==> src/rtl/safe_pkg.sv <==
// Shared types and defaults for the safe-unlock datapath and its FSM bench.
package safe_pkg;

  typedef logic [3:0] digit_t;

  localparam digit_t DIGIT_MAX = 4'd9;

  localparam int N_DIGITS_DEF       = 4;
  localparam int MAX_FAILS_DEF      = 3;
  localparam int LOCKOUT_CYCLES_DEF = 1024;

  function automatic int code_w(input int n);
    return 4 * n;
  endfunction

endpackage

==> src/rtl/safe_entry_buffer.sv <==
// Keypad entry shift register: BCD filter, digit count, CLEAR priority.
module safe_entry_buffer
  import safe_pkg::*;
#(
  parameter int N_DIGITS = N_DIGITS_DEF,
  localparam int CW    = code_w(N_DIGITS),
  localparam int CNT_W = $clog2(N_DIGITS + 1)
) (
  input  logic             clk,
  input  logic             RESET,
  input  logic [3:0]       digit,
  input  logic             digit_valid,
  input  logic             clear,
  input  logic             hold,
  output logic [CW-1:0]    code,
  output logic [CNT_W-1:0] count,
  output logic             full
);

  localparam logic [CNT_W-1:0] FULL_CNT =
    CNT_W'(N_DIGITS);

  logic take;

  assign full = (count == FULL_CNT);

  assign take = digit_valid && !hold &&
                !full && (digit <= DIGIT_MAX);

  always_ff @(posedge clk) begin
    if (RESET || clear) begin
      code  <= '0;
      count <= '0;
    end else if (take) begin
      code  <= (code << 4) | CW'(digit);
      count <= count + CNT_W'(1);
    end
  end

endmodule

==> src/rtl/safe_code_store.sv <==
// Password/attempt store, compare, fail counter and lockout timer.
// Optional SAFE_MASTER_CODE_EN adds a MASTER_CODE override.
module safe_code_store
  import safe_pkg::*;
#(
  parameter int N_DIGITS       = N_DIGITS_DEF,
  parameter int MAX_FAILS      = MAX_FAILS_DEF,
  parameter int LOCKOUT_CYCLES = LOCKOUT_CYCLES_DEF
`ifdef SAFE_MASTER_CODE_EN
  ,
  parameter logic [code_w(N_DIGITS)-1:0] MASTER_CODE =
    {N_DIGITS{4'h9}}
`endif
) (
  input  logic                           clk,
  input  logic                           RESET,
  input  logic [3:0]                     DIGIT,
  input  logic                           DIGIT_VALID,
  input  logic                           CLEAR,
  input  logic                           savePW,
  input  logic                           saveAT,
  output logic                           MATCH,
  output logic                           PW_VALID,
  output logic [$clog2(N_DIGITS+1)-1:0]  ENTRY_COUNT,
  output logic                           BAD_LEN,
  output logic [$clog2(MAX_FAILS+1)-1:0] FAIL_COUNT,
  output logic                           LOCKOUT
);

  localparam int CW = code_w(N_DIGITS);
  localparam int FW = $clog2(MAX_FAILS + 1);
  localparam int TW = $clog2(LOCKOUT_CYCLES);

  localparam logic [FW-1:0] FAIL_MAX  = FW'(MAX_FAILS);
  localparam logic [FW-1:0] FAIL_LAST = FW'(MAX_FAILS - 1);
  localparam logic [TW-1:0] T_LOAD    = TW'(LOCKOUT_CYCLES - 1);

  logic          pw_q;
  logic          at_q;
  logic          pw_rise;
  logic          at_rise;
  logic          entry_clr;
  logic          full;
  logic          code_hit;
  logic          master_hit;
  logic [CW-1:0] code;
  logic [CW-1:0] pw_code;
  logic [TW-1:0] timer;

  // savePW wins a simultaneous rise; saveAT is dropped
  assign pw_rise   = savePW && !pw_q;
  assign at_rise   = saveAT && !at_q && !pw_rise;
  assign entry_clr = CLEAR || pw_rise || at_rise;

  assign code_hit = PW_VALID && full &&
                    (code == pw_code);

`ifdef SAFE_MASTER_CODE_EN
  assign master_hit = full && (code == MASTER_CODE);
`else
  assign master_hit = 1'b0;
`endif

  safe_entry_buffer #(
    .N_DIGITS    (N_DIGITS)
  ) u_entry (
    .clk         (clk),
    .RESET       (RESET),
    .digit       (DIGIT),
    .digit_valid (DIGIT_VALID),
    .clear       (entry_clr),
    .hold        (LOCKOUT),
    .code        (code),
    .count       (ENTRY_COUNT),
    .full        (full)
  );

  always_ff @(posedge clk) begin
    if (RESET) begin
      pw_q       <= 1'b0;
      at_q       <= 1'b0;
      pw_code    <= '0;
      timer      <= '0;
      MATCH      <= 1'b0;
      PW_VALID   <= 1'b0;
      BAD_LEN    <= 1'b0;
      FAIL_COUNT <= '0;
      LOCKOUT    <= 1'b0;
    end else begin
      pw_q    <= savePW;
      at_q    <= saveAT;
      BAD_LEN <= (pw_rise || at_rise) && !full;

      if (LOCKOUT) begin
        if (timer == '0) begin
          LOCKOUT    <= 1'b0;
          FAIL_COUNT <= '0;
        end else begin
          timer <= timer - TW'(1);
        end
      end

      unique case (1'b1)
        pw_rise: begin
          MATCH <= 1'b0;
          if (full) begin
            pw_code    <= code;
            PW_VALID   <= 1'b1;
            FAIL_COUNT <= '0;
          end
        end
        at_rise: begin
          if (master_hit) begin
            MATCH      <= 1'b1;
            FAIL_COUNT <= '0;
            LOCKOUT    <= 1'b0;
          end else if (LOCKOUT) begin
            MATCH <= 1'b0;
          end else if (code_hit) begin
            MATCH      <= 1'b1;
            FAIL_COUNT <= '0;
          end else begin
            MATCH <= 1'b0;
            if (FAIL_COUNT != FAIL_MAX)
              FAIL_COUNT <= FAIL_COUNT + FW'(1);
            if (FAIL_COUNT == FAIL_LAST) begin
              LOCKOUT <= 1'b1;
              timer   <= T_LOAD;
            end
          end
        end
        default: ;
      endcase
    end
  end

endmodule

==> config.mk <==
export PLATFORM = sky130hd
export DESIGN_NAME = safe_code_store
export DESIGN_NICKNAME = d
export VERILOG_FILES = /design/src/rtl/safe_pkg.sv /design/src/rtl/safe_entry_buffer.sv /design/src/rtl/safe_code_store.sv
export SDC_FILE = /design/constraint.sdc
export NUM_CORES = 1
export LEC_CHECK = 0
export BUFFER_PORTS_ARGS = -buffer_cell sky130_fd_sc_hd__buf_4
export CAP_MARGIN = 10
export CORE_MARGIN = 2
export CORE_UTILIZATION = 54
export CTS_CLUSTER_DIAMETER = 200
export CTS_CLUSTER_SIZE = 12
export DETAILED_ROUTE_END_ITERATION = 6
export MAX_ROUTING_LAYER = met4
export PLACE_DENSITY = 0.85
export SLEW_MARGIN = 40
export SYNTH_ARGS = -nofsm -noshare
export SYNTH_HDL_FRONTEND = slang
export SYNTH_SLANG_ARGS = --single-unit
==> constraint.sdc <==
create_clock -name clk -period 4.7 [get_ports clk]
set_input_delay 0.47 -clock clk [delete_from_list [all_inputs] [get_ports clk]]
set_output_delay 0.47 -clock clk [all_outputs]
set_load 0.005 [all_outputs]
; After elaboration in Yosys (flattened, before gate mapping)
; Cells that the tools add are included.
[totals]
wordCells = 63
out_inout_bits = 9
reg_bits = 53
in_bits = 10
[classes]
reduce_logical = 21
n_eq_ne = 4
addsub = 3
muxes = 22
bitwise_logic = 1
order_cmp = 1
[op_table]
columns = op, n
row1 = $mux W10, 6
row2 = $eq A16 B16 Y1, 1
row3 = $or A16 B4 Y16, 1
row4 = $mux W2, 6
row5 = $logic_not A10 Y1, 1
row6 = $sub A10 B1 Y10 const B, 1
row7 = $logic_and A1 B1 Y1, 9
row8 = $mux W1, 8
row9 = $logic_not A1 Y1, 5
row10 = $le A4 B4 Y1 const B, 1
row11 = $logic_or A1 B1 Y1, 4
row12 = $pmux W2 S2, 1
row13 = $add A3 B1 Y3 const B, 1
row14 = $eq A3 B3 Y1 const B, 1
row15 = $add A2 B1 Y2 const B, 1
row16 = $eq A2 B2 Y1 const B, 1
row17 = $ne A2 B2 Y1 const B, 1
row18 = $pmux W1 S2, 1
row19 = $reduce_and A2 Y1, 1
row20 = $reduce_bool A2 Y1, 1

; Longest topological paths before layout
[logic_depth]
ltp_word = 7
depth_mapped = 9
depth_no_buf = 8

; Modules after synthesis
; Synthesis repeated with hierarchy kept, for this count alone.
[unflattened]
cells_unflattened = 301
area_unflattened_um2 = 2526.2
[by_module_without_submodules]
columns = mod, area_each_um2, seq_area_each_um2, instances, cells_per_inst
row1 = safe_code_store, 1639.1, 680.7, 1, 199
row2 = safe_entry_buffer, 887.1, 380.4, 1, 102

; Worst setup path after synthesis
; No wires, ideal clock.
[synth_timing]
path_type = reg2reg
startpoint = register timer[4]
endpoint = register timer[7]
stages_incl_launch_ff = 7
path_buffers = 0
path_slack_ns = 2.868
period_less_slack_ns = 1.832
arrival_ns = 1.707
setup_ns = 0.125
t_required_ns = 4.575
cell_sequence = dfxtp_1 -> or4_4 -> o41ai_4 -> nor2b_2 -> nor2b_1 -> xnor2_2 -> o21ai_1
[synth_between]
elab_chain_len = 7
elab_cells_between_ends = 8
cone_classes = add/sub: 1 / mux: 6 / reduce/logical: 1
[synth_rtl]
columns = item, line
row1 = "start, declared", safe_code_store.sv:48  ; logic [TW-1:0] timer;
row2 = "start signal, assigned", safe_code_store.sv:99  ; timer <= timer - TW'(1);
row3 = $sub A10 B1 Y10 or $logic_not A10 Y1 (tied branches), "safe_code_store.sv:99, safe_code_store.sv:95"
row4 = $mux W10 *, safe_code_store.sv:95  ; if (timer == '0) begin
row5 = $mux W10 *, safe_code_store.sv:94  ; if (LOCKOUT) begin
row6 = $mux W10, safe_code_store.sv:126  ; if (FAIL_COUNT == FAIL_LAST) begin
row7 = $mux W10, safe_code_store.sv:119  ; end else if (code_hit) begin
row8 = $mux W10, safe_code_store.sv:117  ; end else if (LOCKOUT) begin
row9 = $mux W10 *, safe_code_store.sv:103  ; unique case (1'b1)
; Every way passes the cells marked *; elsewhere a longest branch is shown, timed or not.
; A chain may end at the register's enable or synchronous reset.

; Worst setup path after layout
[layout_timing]
startpoint = register u_entry.code[11]
endpoint = register timer[5]
[layout_between]
elab_chain_len = 5
[layout_rtl]
columns = item, line
row1 = "start, declared", safe_entry_buffer.sv:15  ; output logic [CW-1:0] code,
row2 = "start signal, assigned", safe_entry_buffer.sv:35  ; code <= (code << 4) | CW'(digit);
row3 = $eq A16 B16 Y1, safe_code_store.sv:56  ; (code == pw_code);
row4 = $logic_and A1 B1 Y1, safe_code_store.sv:55  ; assign code_hit = PW_VALID && full &&
row5 = $mux W10, safe_code_store.sv:119
row6 = $mux W10, safe_code_store.sv:117
row7 = $mux W10, safe_code_store.sv:103
; Every way passes these cells.

==> out/metrics.csv <==
metric,value,unit
yosys_warnings,0,
track_usage,21.6,%
numCtsBuffers,5,
clock_latency,300,ps
peakVddDrop,0.215,mV
muxShareOfSynthArea,6.30,%
wl_per_cell,14.1,um
synthTopCellsByCount,"dfxtp_1, nand2_1, nor2_1",
portBuffers,18,
via_per_inst,5.48,
yosys.area_share.xor_xnor,9.14,%
fillCellCount,393,
place_ws,2590,ps
clock_sinks,53,
cp.arrival,2290,ps
grt_pass1_wl,8370,um
htreeDepth,2,
slew_viol_final,0,
die_y,70.4,um
cts_setup_buffers,0,
worstSetupStartpointType,flop,
synth_edf_count,0,
synth.avg_cell_area,8.60,sq um
clk_root_buffer_cell,clkbuf_8,
drive_above_1_share,11.3,%
synth-main-ff-cell,dfxtp_1,
cts_buffer_depth,2,
rows,24,
cts_tree,yes,
yosysTopAreaCell,dfxtp_1,
fp.dieW,70.4,um
synth_fa_ha_area_share,2.63,%
synth_area,2380,sq um
grt_max_degree,36,
drcViolationCount,0,
synth-seq-cells,53,
coreArea,4290,sq um
insertedDiodeCount,0,
max_freq,0.471,GHz
finalCritPeriodShare,45.2,%
finalSetupTns,0,ps
grt_pass1_vias,1891,
overflow,0,
initial_utilization,55.5,%
gp_congestion,0.913,
grt_antenna_before_repair,0,
p_per_area,308,nW/um^2
holdBufCountCts,0,
required,4860,ps
tightest_slew,669,ps
grt_setup_unrepaired,false,
syn_to_final_growth,11.4,%
synth-compound-area-share,11.1,%
synth_top_area_share,44.5,%
drtAntennaViolNets,0,
die_area,4960,sq um
slew_headroom,55.4,%
wl,4820,um
dr.pass1.iters,4,
p_leak,1.11,nW
crit_path_end_kind,flop,
synth_top_family_by_area,simple AND/OR/NAND/NOR gates,
status,"complete, no violations",
syn-num-nets,292,
p_total,0.000819,W
synthCells,277,
clkTransAtPathRegs,90,ps
maxCapViolCount,0,
worst_slack,2570,ps
hp-class,in2reg,
worstSetupPathType,reg2reg,
setup_viol_count_final,0,
hpwl,3440,um
synth_area_leaders,"dfxtp_1, nand2_1, mux2i_1",
cp_max_fo,11,
ys_types,39,
drtIter0Drc,89,
ys_async_sr_fraction,0,%
ios,19,
finalClockSkew,9.61,ps
synth.most_common_cell,dfxtp_1,
min_period,2130,ps
hold_viol_final,0,
cts.repair.resized,0,
synth.yosys.seq_area_share,44.5,%
synthSimpleGateAreaFrac,22.8,%
vias,1879,
final_net_count,305,
## metal layers
metal,vias to the layer above,GRT usage (%),routed length [um]
met3,8,3.75,164
met4,0,5.77,61
met1,887,25.7,2190
li1,954,-,-
met2,30,37.7,2400
met5,-,-,0
## cell usage in the layout, fill, tap and decap left out, types with 2 or more instances in the layout
| cell type | Yosys | final |
|---|---|---|
| o21ai_0 | 15 | 15 |
| nor2b_1 | 4 | 4 |
| xor2_1 | 14 | 14 |
| inv_1 | 8 | 8 |
| nand2_1 | 42 | 42 |
| o21ai_1 | 2 | 2 |
| nor3_1 | 6 | 6 |
| nand3b_1 | 2 | 2 |
| mux2i_1 | 15 | 15 |
| a21oi_1 | 20 | 20 |
| clkbuf_8 | 0 | 6 |
| buf_4 | 0 | 19 |
| nand3_1 | 3 | 3 |
| dfxtp_1 | 53 | 53 |
| xnor2_1 | 9 | 9 |
| ha_1 | 5 | 5 |
| and2_1 | 3 | 3 |
| or3_1 | 4 | 4 |
| nand4b_1 | 2 | 2 |
| nand2b_1 | 4 | 3 |
| nor2_1 | 33 | 33 |
| nor4_1 | 4 | 4 |
## cell type report
cell class                 count  area, sq um  share of cell area, %
clock buffer                   7         86.3                   3.25
clock inverter                 1         30.0                   1.13
inverter                       8         30.0                   1.13
multi-input combinational    203         1240                   46.7
sequential                    53         1060                   40.0
tap                           52         65.1                   2.45
timing repair buffer          19          143                   5.37
## stage by stage
stage / util (%) / std cells / instance area, sq um / hold slack, ps
6_report: 61.8 / 343 / 2660 / 384
5_1_grt: 61.8 / 343 / 2660 / 405
4_1_cts: 61.8 / 343 / 2660 / 389
3_5_place_dp: 59.1 / 335 / 2540 / 459
3_3_place_gp: 59.1 / 335 / 2540 / 454
2_1_floorplan: - / 277 / 2380 / 447
## registers in the layout (all words and copies together), names as in the netlist
register,count
timer,10
FAIL_COUNT,2
at_q,1
MATCH,1
pw_code,16
pw_q,1
BAD_LEN,1
PW_VALID,1
LOCKOUT,1
u_entry.code,16
u_entry.count,3
## cells by family after synthesis
family,after synthesis
simple gates,115
buf+inv,21
xor+xnor,24
compound gates,44
mux,15
flops,53
fa+ha+maj,5
## critical path, stage by stage (launching register included)
cell,delay (ps)
dfxtp_1,350
xor2_1,180
nor4_1,330
nand3_1,130
or4b_1,530
nand3_1,300
o21ai_0,170
## power breakdown
group	leakage (nW)	switching, W	internal [W]
Clock	0.0585	0.000143	0.000174
Combinational	0.625	0.0000255	0.0000199
Sequential	0.428	0.00000384	0.000453
Total	1.11	0.000172	0.000647
## worst paths after layout
kind	start	to	slack [ps]	depth (start not counted)
worst max-delay path	u_entry.code[11]$_SDFFE_PP0P_	timer[5]$_SDFF_PP0_	2570	6
worst min-delay path	savePW	pw_q$_SDFF_PP0_	380	2
worst max register to register	u_entry.code[11]$_SDFFE_PP0P_	timer[5]$_SDFF_PP0_	2570	6
worst min register to register	pw_code[2]$_SDFFE_PP0P_	pw_code[2]$_SDFFE_PP0P_	470	2
Note: power is estimated with default switching activity, not from simulation.
